$ cat src/rtl/apb_arb_pkg.sv
// Shared types, default parameters and the round-robin pick function for the
// APB round-robin master arbiter.
package apb_arb_pkg;

  typedef enum logic [1:0] {ST_IDLE, ST_SETUP, ST_ACCESS} apb_state_e;

  localparam int NUM_REQ_DEF     = 2;
  localparam int ADDR_W_DEF      = 32;
  localparam int DATA_W_DEF      = 32;
  localparam int TIMEOUT_CYC_DEF = 16;

  // Upper bound on requesters; the pick function works on vectors of this size.
  localparam int MAX_REQ   = 8;
  localparam int IDX_W_MAX = 3;

  // Returns the first valid index after ptr, searching cyclically over n entries.
  // With nothing valid the pointer itself is returned.
  function automatic logic [IDX_W_MAX-1:0] rr_pick(
    input logic [MAX_REQ-1:0]   valid,
    input logic [IDX_W_MAX-1:0] ptr,
    input int                   n
  );
    logic [IDX_W_MAX-1:0] pick;
    int                   cand;
    pick = ptr;
    // Walk from farthest to nearest so the nearest valid index is written last.
    for (int k = MAX_REQ; k > 0; k--) begin
      if (k <= n) begin
        cand = (int'(ptr) + k) % n;
        if (valid[cand]) pick = IDX_W_MAX'(cand);
      end
    end
    return pick;
  endfunction

endpackage

$ cat src/rtl/apb_rr_master_arbiter_rr_arbiter.sv
// Combinational round-robin arbiter: one-hot grant and index of the first valid
// requester after the pointer.
module rr_arbiter
  import apb_arb_pkg::*;
#(
  parameter int N = 2
) (
  input  logic [N-1:0]         valid,
  input  logic [$clog2(N)-1:0] ptr,
  output logic [N-1:0]         grant,
  output logic [$clog2(N)-1:0] idx,
  output logic                 any
);

  localparam int IW = $clog2(N);

  logic [MAX_REQ-1:0]   valid_ext;
  logic [IDX_W_MAX-1:0] pick;

  // NOTE: every signal written here gets a default first, so no path leaves it
  // unassigned and no latch is inferred.
  always_comb begin
    valid_ext          = '0;
    valid_ext[N-1:0]   = valid;
    pick               = rr_pick(valid_ext, IDX_W_MAX'(ptr), N);
    idx                = IW'(pick);
    any                = |valid;
    grant              = '0;
    if (any) grant[idx] = 1'b1;
  end

endmodule

$ cat src/rtl/apb_rr_master_arbiter.sv
// Round-robin arbiter sharing one APB3 master port between NUM_REQ requesters.
// Optional ACCESS-phase timeout is enabled with the APB_ARB_TIMEOUT_EN macro.
module apb_rr_master_arbiter
  import apb_arb_pkg::*;
#(
  parameter int NUM_REQ     = NUM_REQ_DEF,
  parameter int ADDR_W      = ADDR_W_DEF,
  parameter int DATA_W      = DATA_W_DEF,
  parameter int TIMEOUT_CYC = TIMEOUT_CYC_DEF
) (
  input  logic                       PCLK,
  input  logic                       PRESETn,
  input  logic [NUM_REQ-1:0]         req_valid,
  input  logic [NUM_REQ-1:0]         req_write,
  input  logic [NUM_REQ*ADDR_W-1:0]  req_addr,
  input  logic [NUM_REQ*DATA_W-1:0]  req_wdata,
  output logic [NUM_REQ-1:0]         req_ready,
  output logic                       rsp_valid,
  output logic [$clog2(NUM_REQ)-1:0] rsp_id,
  output logic [DATA_W-1:0]          rsp_rdata,
  output logic                       rsp_err,
  output logic                       PSEL,
  output logic                       PENABLE,
  output logic                       PWRITE,
  output logic [ADDR_W-1:0]          PADDR,
  output logic [DATA_W-1:0]          PWDATA,
  input  logic [DATA_W-1:0]          PRDATA,
  input  logic                       PREADY
);

  localparam int IDX_W = $clog2(NUM_REQ);

  apb_state_e         state_q;
  logic [IDX_W-1:0]   ptr_q;
  logic [IDX_W-1:0]   owner_q;
  logic [IDX_W-1:0]   grant_idx;
  logic [NUM_REQ-1:0] grant;
  logic               any_valid;

`ifdef APB_ARB_TIMEOUT_EN
  localparam int CNT_W = $clog2(TIMEOUT_CYC + 1);
  logic [CNT_W-1:0] tmo_cnt_q;
`else
  assign rsp_err = 1'b0;
`endif

  rr_arbiter #(.N(NUM_REQ)) u_rr (
    .valid (req_valid),
    .ptr   (ptr_q),
    .grant (grant),
    .idx   (grant_idx),
    .any   (any_valid)
  );

  // Acceptance is visible in the IDLE cycle itself and forced low while in reset.
  assign req_ready = (PRESETn && state_q == ST_IDLE) ? grant : '0;

  // NOTE: sequential state uses non-blocking assignments only, so every register
  // in this block samples the pre-edge values of the others.
  always_ff @(posedge PCLK or negedge PRESETn) begin
    if (!PRESETn) begin
      state_q   <= ST_IDLE;
      ptr_q     <= IDX_W'(NUM_REQ - 1);
      owner_q   <= '0;
      PSEL      <= 1'b0;
      PENABLE   <= 1'b0;
      PWRITE    <= 1'b0;
      PADDR     <= '0;
      PWDATA    <= '0;
      rsp_valid <= 1'b0;
      rsp_id    <= '0;
      rsp_rdata <= '0;
`ifdef APB_ARB_TIMEOUT_EN
      rsp_err   <= 1'b0;
      tmo_cnt_q <= '0;
`endif
    end else begin
      rsp_valid <= 1'b0;
      rsp_rdata <= '0;
`ifdef APB_ARB_TIMEOUT_EN
      rsp_err   <= 1'b0;
`endif
      case (state_q)
        ST_IDLE: begin
          if (any_valid) begin
            PWRITE  <= req_write[grant_idx];
            PADDR   <= req_addr[grant_idx*ADDR_W +: ADDR_W];
            PWDATA  <= req_wdata[grant_idx*DATA_W +: DATA_W];
            ptr_q   <= grant_idx;
            owner_q <= grant_idx;
            PSEL    <= 1'b1;
            state_q <= ST_SETUP;
`ifdef APB_ARB_TIMEOUT_EN
            tmo_cnt_q <= '0;
`endif
          end
        end
        ST_SETUP: begin
          PENABLE <= 1'b1;
          state_q <= ST_ACCESS;
        end
        ST_ACCESS: begin
          if (PREADY) begin
            PSEL      <= 1'b0;
            PENABLE   <= 1'b0;
            rsp_valid <= 1'b1;
            rsp_id    <= owner_q;
            rsp_rdata <= PWRITE ? '0 : PRDATA;
            state_q   <= ST_IDLE;
          end
`ifdef APB_ARB_TIMEOUT_EN
          // A PREADY on the limit cycle takes the branch above and completes normally.
          else if (tmo_cnt_q == CNT_W'(TIMEOUT_CYC - 1)) begin
            PSEL      <= 1'b0;
            PENABLE   <= 1'b0;
            rsp_valid <= 1'b1;
            rsp_id    <= owner_q;
            rsp_err   <= 1'b1;
            state_q   <= ST_IDLE;
          end else begin
            tmo_cnt_q <= tmo_cnt_q + 1'b1;
          end
`endif
        end
        default: state_q <= ST_IDLE;
      endcase
    end
  end

endmodule

$ cat config.mk
export PLATFORM = sky130hd
export DESIGN_NAME = apb_rr_master_arbiter
export DESIGN_NICKNAME = d
export VERILOG_FILES = /design/src/rtl/apb_arb_pkg.sv /design/src/rtl/apb_rr_master_arbiter_rr_arbiter.sv /design/src/rtl/apb_rr_master_arbiter.sv
export SDC_FILE = /design/constraint.sdc
export NUM_CORES = 1
export LEC_CHECK = 0
export CORE_UTILIZATION = 41
export CTS_CLUSTER_DIAMETER = 30
export DETAILED_ROUTE_END_ITERATION = 12
export PLACE_DENSITY = 0.86
export SLEW_MARGIN = 10
export SYNTH_ARGS = -nofsm -noshare
export SYNTH_HDL_FRONTEND = slang
export SYNTH_HIERARCHICAL = 1
export SYNTH_SLANG_ARGS = --single-unit
$ cat constraint.sdc
create_clock -name PCLK -period 3.68 [get_ports PCLK]
set_input_delay 0.736 -clock PCLK [delete_from_list [all_inputs] [get_ports PCLK]]
set_output_delay 0.736 -clock PCLK [all_outputs]
set_load 0.01 [all_outputs]
* After elaboration in Yosys (flattened, before gate mapping)
Index checks and enable logic that the tools add are counted.
** Word-level totals
- Register bits :: 105
- Bits in latches :: 0
- Memory bits (writable) :: 0
- Bits in read-only memories :: 0
- Input bits :: 167
- Output and inout port bits :: 104
- Logic and storage cells :: 62
- Memories :: 0
** Operators by class
- Add/sub/neg operators :: 2
- Multiply operators :: 0
- Divide/modulo/power cells :: 0
- $lt $le $gt $ge :: 4
- Equal/unequal tests :: 4
- Shift-type cells :: 2
- Multiplexer cells :: 26
- Bitwise operators :: 2
- Reduce and logical (&&, ||, !) cells :: 11
** Operators with widths (count)
- 64-bit by 7-bit indexed part select with 32-bit output :: 2
- 32-bit 2-to-1 mux :: 3
- 1-bit 2-to-1 mux :: 13
- 2-bit by 5-bit < comparator with 1-bit output (second input constant) :: 2
- 2-bit 2-to-1 mux :: 4
- 2-bit AND reduction :: 4
- 2-bit case mux with 3 select lines :: 1
- 1-bit binary-select mux with 2-bit select :: 2
- 2-bit inequality test (second input constant) :: 2
- 1-bit case mux with 2 select lines :: 2
- 2-bit nonzero test :: 2
- 3-bit AND reduction :: 1
- 1-bit adder (second input constant) :: 2
- 1-bit bitwise AND (first input constant) :: 2
- 2-bit by 1-bit equality test with 1-bit output (second input constant) :: 1
- 2-bit equality test (second input constant) :: 1
- 1-bit logical AND :: 2
- 2-bit logical NOT :: 1
- 1-bit by 2-bit < comparator with 1-bit output (second input constant) :: 1
- 2-bit OR reduction :: 1
- 1-bit demux with 1-bit select :: 1
- 1-bit >= comparator (second input constant) :: 1

* Longest topological paths before layout
- Depth in word-level cells :: 13
- Depth in mapped cells :: 6
- Gate-level depth less buffers :: 4

* Cells and area by module
Netlist, hierarchy kept.
** By module, submodules not included
- apb_rr_master_arbiter :: times used 1, cells each 303, area each 4590.7 um2, seq. area each 2628.8 um2
- rr_arbiter :: times used 1, cells each 6, area each 35.0 um2, seq. area each 0.0 um2

* Worst setup path before layout
No wires, ideal clock.
- Kind :: input to register
- From :: input req_valid[0]
- To :: register PADDR[10]
- Setup time :: 0.125 ns
- Arrival :: 2.065 ns
- Required time :: 3.555 ns
- Slack :: 1.491 ns
- Cell stages on the path :: 5
- Cells stage by stage :: o21ai_0 > buf_2 > buf_2 > mux2_2 > mux2_2
** Between the ends
- Longest elaborated chain between the ends :: 6
- Elaborated cells between the ends (all ways) :: 11
** RTL lines
- start: declaration :: line apb_rr_master_arbiter.sv:13 : input logic [NUM_REQ-1:0] req_valid,
- 1-bit binary-select mux with 2-bit select :: line apb_arb_pkg.sv:30 : if (valid[cand]) pick = IDX_W_MAX'(cand);
- 1-bit 2-to-1 mux (implied by the code) (2 in a row) :: line apb_arb_pkg.sv:30
- 1-bit 2-to-1 mux (2 in a row) :: line apb_arb_pkg.sv:30
- 64-bit by 7-bit indexed part select with 32-bit output :: line apb_rr_master_arbiter.sv:87 : PADDR <= req_addr[grant_idx*ADDR_W +: ADDR_W];
- end signal: assignment :: line apb_rr_master_arbiter.sv:87
- end: declaration :: line apb_rr_master_arbiter.sv:25 : output logic [ADDR_W-1:0] PADDR,
Several ways; a longest one is shown, not always the timed one. The select of a mux whose other input is x is not followed.
A chain may end at the register's enable or synchronous reset.

* Worst setup path after layout
- From :: input req_valid[1]
- To :: output req_ready[0]
** Between the ends
- Longest elaborated chain between the ends :: 11
- Elaborated cells between the ends (all ways) :: 16
** RTL lines
- 1-bit binary-select mux with 2-bit select :: line apb_arb_pkg.sv:30
- 1-bit 2-to-1 mux (implied by the code) (2 in a row) :: line apb_arb_pkg.sv:30
- 1-bit 2-to-1 mux (2 in a row) :: line apb_arb_pkg.sv:30
- 1-bit by 2-bit < comparator with 1-bit output (implied by the code) / 1-bit >= comparator (equally long branches) :: line apb_rr_master_arbiter_rr_arbiter.sv:29 : if (any) grant[idx] = 1'b1;
- 1-bit logical AND (implied by the code) :: line apb_rr_master_arbiter_rr_arbiter.sv:29
- 1-bit 2-to-1 mux (implied by the code) :: line apb_rr_master_arbiter_rr_arbiter.sv:29
- 1-bit demux with 1-bit select
- 2-bit 2-to-1 mux (*) :: line apb_rr_master_arbiter_rr_arbiter.sv:29
- net grant[0] :: line apb_rr_master_arbiter.sv:37 : logic [NUM_REQ-1:0] grant;
- 2-bit 2-to-1 mux (*) :: line apb_rr_master_arbiter.sv:56 : assign req_ready = (PRESETn && state_q == ST_IDLE) ? grant : '0;
- end: declaration :: line apb_rr_master_arbiter.sv:17 : output logic [NUM_REQ-1:0] req_ready,
The timed path passes the listed nets; every way through them passes the cells marked *. The select of a mux whose other input is x is not followed.

==> summary.txt <==
Outcome
  • Outcome: finished, final reports clean

Setup path
  • Crit path arrival time: 2.14 ns
  • CP Launch Type: input pin
  • R2R Path Start: ptr_q
  • Internal reg-to-reg setup slack: 1.75 ns
  • WS Path Type: input pin to output pin
  • RR Endpoint: PADDR[3]
  • CP startpoint: req_valid[1]
  • Cells on worst reg2reg path: 5
  • Required @ worst endpoint: 2.94 ns
  • CP max FO: 3
  • Crit path capture type: output pin

Cells and area
  • Share of layout cells above drive strength 1: 0.2690
  • Layout Nets: 742
  • Commonest non-fill, non-tap cell in the layout: clkdlybuf4s50_1
  • Layout area overhead: 66.97%
  • Final Instance Area: 0.007724 sq mm
  • FILL cells: 768
  • Antenna Cells: 0
  • Most frequent cells in the layout: clkdlybuf4s50_1, mux2_2, dfrtp_1

Pwr
  • Pleak: 3.232 nW
  • Pwr/cell area: 698.1 mW/mm^2
  • Combinational power share: 0.484
  • Register share of total power: 0.343
  • Sw Share: 0.2932
  • Clock power share: 0.173
  • Switch Pwr: 1.581 mW
  • Int Power: 3.811 mW
  • Overall power: 5.392 mW
  • Worst ir drop on vdd: 0.3472 mV

Clock tree
  • Setup bufs post-CTS: 0
  • Skew-Pair Late Insertion Delay: 0.33 ns
  • Max Root-Sink Buffers: 2
  • Post-CTS sizing: 0
  • Cts hold-fix bufs: 0
  • Clock root cell: clkbuf_16
  • CTS clock-pin slew for the worst setup and hold paths: 0.06 ns
  • CTS tree: yes
  • CTS Sinks: 105
  • Clock buffer count from CTS: 9
  • CTS HTree Levels: 3

Timing
  • Final Hold Fails: 0
  • Period Utilization, post-route: 0.7826
  • Minimum clock period: 2.880 ns
  • Least-Margin Pin Slew: 0.6742 ns
  • Slew headroom: 0.5505
  • Slew Viols, Final: 0
  • TNS Setup: 0 ns
  • Clk_skew: 0.006730 ns
  • Setup violators final: 0
  • RSZ-0062 raised after global routing: false
  • Fmax: 347.2 MHz

Placement
  • HPWL after DPL: 9.223 mm
  • GP Congestion: 0.7133
  • Placed Area: 0.007433 sq mm
  • Port Buffer Count: 269

Detailed routing
  • Via density: 4.788
  • Drt drc: 0
  • Detailed Route Iter0 Violations: 90
  • Total Wirelength: 11.93 mm
  • Wirelength per Cell: 16.57 um
  • Remaining antenna violation count: 0
  • Drt first pass iters: 4
  • Detailed-route via count: 3,447

Min path
  • Worst Hold Endpoint: PWDATA[2]
  • Hold/Removal Path Class: flop to flop
  • Hold Path Stages: 1
  • Hold_sp: PWDATA[2]

Synth
  • Top_reg_cell synth: dfrtp_1
  • Post-synth ARST share: 1.000
  • Area share of the largest cell type after synthesis: 0.5626
  • Largest cells by area after synthesis: dfrtp_1, mux2_2, and2_1, mux2_4, buf_4
  • Avg Inst Size Synth: 14.97 sq um
  • Post-synth EDFFs: 0
  • Post-synthesis sequential area ratio: 0.5683
  • Mapped Nets: 476
  • Syn. warnings: 6
  • Synth unique cells: 25
  • Post-synthesis instance area: 0.004626 sq mm
  • Cell taking the most area after synthesis: dfrtp_1
  • Cells after Synth: 309
  • Register bit total from synthesis: 105

Global route
  • Initial antenna violation count: 0
  • Global-route wire length before repair: 18.06 mm
  • Largest net degree at the start of global routing: 68
  • All-Layer GR Usage: 0.2057
  • Global route overflow: 0
  • Number of global-route vias before repair: 3,632

Floorplanning
  • Ports: 271
  • Starting Density: 0.4230
  • Core area: 0.01094 sq mm
  • Die H: 108.2 um
  • Num rows: 38
  • Die width: 108.2 um
  • Die area: 0.01171 sq mm

Flow run
  • Max-Cap Viols: 0
## through the flow
stage / setup WS [ns] / hold WS [ns] / util / instances
6_report: 0.8000 / 0.5032 / 0.7063 / 720
5_1_grt: 0.7415 / 0.5215 / 0.7063 / 720
4_1_cts: 0.7987 / 0.5076 / 0.7063 / 720
3_5_place_dp: 0.7977 / 0.4926 / 0.6797 / 704
3_3_place_gp: 0.8277 / 0.4830 / 0.6797 / 704
2_1_floorplan: 1.491 / 0.4404 / - / 309
## worst max-delay path, stage by stage
cell	delay, ns
clkdlybuf4s50_1	0.49
nand2b_1	0.11
and2_1	0.17
and3_1	0.16
clkdlybuf4s50_1	0.47
## logic make-up (layout without fill, tap and decap cells)
family                 Yosys count  after routing  share of synthesized area
buffers and inverters           22            293                    0.02813
other                            1              1                  0.0008107
and+or+nand+nor                 42             42                    0.06086
muxes                          134            134                     0.3341
DFF                            105            105                     0.5683
AOI/OAI and AO/OA                5              5                   0.007843
## state kept, by name, indices dropped and copies added, names as in the netlist
name,flops
ptr_q,1
PSEL,1
PENABLE,1
rsp_rdata,32
owner_q,1
PADDR,32
rsp_valid,1
rsp_id,1
PWDATA,32
PWRITE,1
state_q,2
## power by group through the flow
stage	sequential, mW	combinational [mW]	clock, mW
after floorplan	2.04	1.21	0
after global placement	1.85	2.58	0
after detailed placement	1.87	2.65	0
after CTS	1.86	2.65	0.958
after global routing	1.91	2.79	1.00
final	1.85	2.61	0.931
## cell type report
cell class              instances  area, sq um  share of cell area
clock inverters                 3        40.04            0.005184
multi-input cells             182         1878              0.2432
flip-flops and latches        105         2629              0.3404
well taps                     140        175.2             0.02268
inverters                       3        11.26            0.001458
repair buffers                274         2740              0.3548
clock buffers                  13        250.2             0.03240
## worst max-delay path by stage
stage	cells past startpoint	end	slack, ns
after floorplan	5	PADDR[10]	1.49
after global placement	5	req_ready[0]	0.83
after detailed placement	5	req_ready[0]	0.80
after CTS	5	req_ready[0]	0.80
after global routing	5	req_ready[0]	0.74
final	5	req_ready[0]	0.80
## per-layer routing
| layer | routed length, um | vias up | GRT usage |
|---|---|---|---|
| met5 | 0 | - | 0 |
| met4 | 161 | 0 | 0.07143 |
| met3 | 1197 | 13 | 0.06751 |
| met2 | 6257 | 162 | 0.3785 |
| met1 | 4314 | 1669 | 0.2185 |
| li1 | - | 1603 | - |
## cell usage after synthesis (all sizes together) (2+ instances only)
| cell | count |
|---|---|
| buf | 14 |
| dfrtp | 104 |
| inv | 3 |
| and3 | 2 |
| clkbuf | 5 |
| and2 | 33 |
| nand2b | 2 |
| a21boi | 2 |
| mux2 | 133 |
(Power assumes the default switching activity.)
